[config.mk]
export PLATFORM = sky130hd
export DESIGN_NAME = mult_stall_controller
export DESIGN_NICKNAME = d
export VERILOG_FILES = /design/src/rtl/mult_stall_controller_pkg.sv /design/src/rtl/mult_stall_controller.sv
export SDC_FILE = /design/constraint.sdc
export NUM_CORES = 1
export LEC_CHECK = 0
export CAP_MARGIN = 30
export CORE_AREA = 2 2 159 161
export CTS_CLUSTER_DIAMETER = 50
export CTS_CLUSTER_SIZE = 16
export DETAILED_ROUTE_END_ITERATION = 16
export DIE_AREA = 0 0 161 163
export PLACE_DENSITY_LB_ADDON = 0.08
export SETUP_SLACK_MARGIN = 0.2
export SLEW_MARGIN = 10
export SYNTH_ARGS = -nofsm -noshare
export SYNTH_HDL_FRONTEND = slang
export SYNTH_SLANG_ARGS = --single-unit
export TNS_END_PERCENT = 1
[constraint.sdc]
create_clock -name clk -period 2.4 [get_ports clk]
set_clock_uncertainty 0.1 [all_clocks]
set_input_delay 0.24 -clock clk [delete_from_list [all_inputs] [get_ports clk]]
set_output_delay 0.24 -clock clk [all_outputs]
set_load 0.01 [all_outputs]
[src/rtl/mult_stall_controller_pkg.sv]
// Shared definitions for the multi-cycle MUL stall controller: FSM state
// encoding, RV64M MUL decode constants and the saturating completion counter.
package mult_stall_controller_pkg;

    typedef enum logic [1:0] {
        IDLE = 2'b00,
        BUSY = 2'b01,
        DONE = 2'b10
    } state_t;

    localparam logic [6:0] MUL_OPCODE = 7'b0110011;
    localparam logic [6:0] MUL_FUNCT7 = 7'b0000001;
    localparam logic [2:0] MUL_FUNCT3 = 3'b000;

    localparam logic [15:0] COUNT_MAX = 16'hFFFF;

    function automatic logic [15:0] sat_inc16(input logic [15:0] value);
        return (value == COUNT_MAX) ? value : value + 16'd1;
    endfunction

endpackage

[src/rtl/mult_stall_controller.sv]
// Stalls the pipeline while an external fixed-latency multiplier works on the
// MUL held in ID/EX, then presents the captured product for one cycle.
module mult_stall_controller
    import mult_stall_controller_pkg::*;
#(
    parameter int DATA_W  = 64,
    parameter int LATENCY = 4
) (
    input  logic              clk,
    input  logic              rst,
    input  logic              mul_valid_ID_EX,
    input  logic              kill,
    input  logic [DATA_W-1:0] op_a,
    input  logic [DATA_W-1:0] op_b,
    input  logic [DATA_W-1:0] mul_result,
    output logic              mul_start,
    output logic [DATA_W-1:0] mul_a,
    output logic [DATA_W-1:0] mul_b,
    output logic              PCWrite,
    output logic              Write_IF_ID,
    output logic              Write_ID_EX,
    output logic              bubble_EX_MEM,
    output logic [DATA_W-1:0] result,
    output logic              result_valid,
    output logic              busy,
    output logic [15:0]       mul_count
);

    localparam int CNT_W = $clog2(LATENCY);

    state_t           state;
    logic [CNT_W-1:0] count;
    logic             start_cond;
    logic             stall;

    // A kill in BUSY releases the stall in the same cycle so the flush can proceed.
    always_comb begin
        start_cond    = (state == IDLE) && mul_valid_ID_EX && !kill;
        mul_start     = start_cond && !rst;
        stall         = start_cond || ((state == BUSY) && !kill && !rst);
        PCWrite       = !stall;
        Write_IF_ID   = !stall;
        Write_ID_EX   = !stall;
        bubble_EX_MEM = stall;
        busy          = (state == BUSY) && !rst;
        result_valid  = (state == DONE) && !rst;
    end

    always_ff @(posedge clk) begin
        if (rst) begin
            state     <= IDLE;
            count     <= '0;
            mul_a     <= '0;
            mul_b     <= '0;
            result    <= '0;
            mul_count <= '0;
        end else begin
            case (state)
                IDLE: begin
                    if (start_cond) begin
                        mul_a <= op_a;
                        mul_b <= op_b;
                        count <= CNT_W'(LATENCY - 1);
                        state <= BUSY;
                    end
                end
                BUSY: begin
                    if (kill) begin
                        count <= '0;
                        state <= IDLE;
                    end else if (count == '0) begin
                        result <= mul_result;
                        state  <= DONE;
                    end else begin
                        count <= count - CNT_W'(1);
                    end
                end
                DONE: begin
                    // The MUL still sitting in ID/EX advances this cycle, so
                    // returning to IDLE cannot restart it.
                    mul_count <= sat_inc16(mul_count);
                    state     <= IDLE;
                end
                default: begin
                    state <= IDLE;
                end
            endcase
        end
    end

endmodule
==> out/qor.yml <==
status:
  status: "finished, final reports clean"
global_route:
  use_met1_pct: 23.30
  busiest_layer: "met2"
  grt_pass1_wl_mm: 40.12
  grt.total_usage_pct: 19.03
  met3_usage_pct: 5.246
  use_met2_pct: 32.31
  grt_pass1_vias: 7054
  grt_overflow: 0
  grt_max_degree: 207
  grt_antenna_before_repair: 0
place:
  dp_slack_ns: 0.08155
  place.gp.congestion: 0.7461
  hpwl_mm: 17.80
  port_buffers: 410
synthesis:
  synth_top_cell_by_area: "dfxtp_1"
  synth_ff_type: "dfxtp_1"
  synthDistinctLibCells: 41
  syn_inst: 955
  syn_avg_cell_area_um2: 8.030
  synth_area_mm2: 0.007669
  synth_enable_flop_cells: 0
  ys_ff_latch: 212
  netlist.area_leader.share_pct: 55.34
  synth_area_leaders: "dfxtp_1 55%, nand2_1 19%, a21oi_1 13%"
  seq_area_frac_synth_pct: 55.34
  ys_warn_count: 0
  async_flop_share_pct: 0
  syn-num-nets: 1153
clock_network:
  h-tree-depth: 1
  cts.clk_slew.worst_paths_ns: 0.06
  cts_buffer_depth: 3
  cts_root_buf: "clkbuf_16"
  clock_sinks: 212
  cts_buffers: 30
  cts_tree: "done"
  clkLatencyLatePin_ns: 0.54
critical_path:
  worstPathRequired_ns: 2.06
  crit_chain: "or4b_4, and2_4, clkdlybuf4s15_1"
  end_kind: "primary output"
  cpPeakStageDelay_ns: 0.53
  cp_top_family: "simple AND/OR/NAND/NOR gates"
  worstPathArrival_ns: 1.84
  crit_buf_inv: 1
  crit_fanout: 5
  critPathSlowestCell: "or4b_4"
  critical_path_class: "reg -> out"
  worst_setup_path_start_kind: "register"
power_and_ir_drop:
  internal_power_mw: 6.938
  switching_share_pct: 24.46
  p_leak_nw: 4.646
  power_switching_mw: 2.247
  seq_power_share_pct: 40.4
  ir_drop_mv: 0.6066
  p_clk_share_pct: 48.1
  pwr-share-comb_pct: 11.5
  p_per_area_mw_per_mm2: 700.8
layout:
  nFillCells: 2351
  layout-drive-gt1-share_pct: 6.851
  final_common_cell: "clkdlybuf4s50_1"
  final_cell_mix: "403 x clkdlybuf4s50_1, 390 x nand2_1, 210 x dfxtp_1"
  diodes: 0
  area_growth_pct: 70.91
  nets: 1547
routing:
  vias_per_cell: 4.501
  wl_per_cell_um: 15.60
  post-route-drc-count: 0
  drt_iter0_drc: 543
  antenna_left: 0
  vias: 7661
  dr.pass1.iters: 4
  routed_wl_mm: 26.54
floorplanning:
  rows: 58
  dieArea_mm2: 0.02624
  start_util_pct: 31.08
  core-area_mm2: 0.02467
  die_x_um: 161
  die_h_um: 163
  ios: 411
timing:
  fin_setup_tns_ns: 0
  setup_viol: 0
  drv_slew: 0
  tightest_slew_ns: 0.9582
  fin_crit_sh_pct: 91.01
  fin_ws_ns: 0.2157
  hold_violations: 0
  rsz0062_at_grt: "true"
  clock.fmax_mhz: 457.8
  period_minus_slack_ns: 2.184
  relSlewSlack_pct: 36.12
min_path:
  hp-class: "in -> reg"
flow_run:
  cap_violations: 0
[metal layers]
layer	share of wire (%)	vias up
met5	0	-
met3	7.9	47
met1	41	3461
met4	2.9	0
li1	-	3889
met2	48	264
[Yosys cell counts (2+ instances only)]
master and instances:
or3_1 2, nand4_1 5, buf_6 11, nor4_1 3
buf_4 4, nor2_1 24, clkbuf_1 27, dfxtp_1 212
xnor2_1 11, nor3_1 8, ha_1 2, inv_1 3
a21oi_1 199, nand3_1 3, nand2_1 390, buf_2 26
[timing repair]
| item | 4_1_cts | 5_1_grt |
|---|---|---|
| hold buffers | 1 | 0 |
| hold endpoints to repair | 5 | 0 |
| resized for setup | 9 | 9 |
| setup buffers | 0 | 5 |
| setup endpoints to repair | 7 | 6 |
| pin swaps | 0 | 2 |
[area by class of cell]
class	instances	area, um2	area share, %
Clock buffer	34	807.0	6.158
Multi-Input combinational cell	670	3049	23.26
Clock inverter	21	217.7	1.661
Timing Repair Buffer	431	4353	33.21
Inverter	4	15.01	0.1146
Sequential cell	212	4252	32.44
Tap cell	330	412.9	3.150
[worst register-to-register path: cells and delay by family (launching register included)]
kind | cells | cell delay, ns
AO/OA/AOI/OAI | 1 | 0.26
AND/OR/NAND/NOR | 3 | 0.60
flip-flops | 1 | 0.41
adder cells (fa/ha/maj) | 1 | 0.28
multiplexers | 1 | 0.19
[flip-flops by register name, summed over array words and instances (netlist names)]
signal / flops
count: 2
mul_count: 16
state: 2
mul_a: 64
mul_b: 64
result: 64
[power by group through the flow]
stage | registers (mW) | logic, mW | clock network, mW
CTS | 3.71 | 1.05 | 4.55
global placement | 3.79 | 1.05 | 0
detailed placement | 3.79 | 1.05 | 0
finish | 3.71 | 1.05 | 4.42
global route | 3.73 | 1.14 | 4.71
floorplan | 3.85 | 0.321 | 0
[per-stage QoR]
stage	utilization (%)	total power, mW	instance area [um2]	hold WS, ns	instances
after floorplan	-	4.169	7669	0.2760	955
after global placement	48.60	4.833	11990	0.3408	1640
after detailed placement	48.60	4.840	11990	0.3453	1640
after CTS	52.78	9.322	13020	0.1174	1696
after global routing	53.12	9.575	13110	0.1312	1702
final	53.12	9.185	13110	0.1402	1702
[worst paths after layout]
check,from,slack [ns],endpoint,depth (start not counted)
max,state[0],0.22,Write_ID_EX,3
min,mul_result[30],0.14,result[30],3
max reg2reg,mul_count[0],0.41,mul_count[1],6
min reg2reg,result[17],0.35,result[17],2
[kinds of logic (layout without fill, tap and decap cells)]
kind of cell / Yosys count / in the layout / share of synthesized area (%)
adder cells (fa/ha/maj): 2 / 2 / 0.3263
XOR/XNOR: 12 / 12 / 1.371
buffers and inverters: 73 / 490 / 5.335
flip-flops: 212 / 212 / 55.34
multiplexers: 1 / 1 / 0.1305
AND/OR/NAND/NOR: 450 / 450 / 23.92
AO/OA/AOI/OAI: 205 / 205 / 13.58
Power figures use the tool's default switching activity.
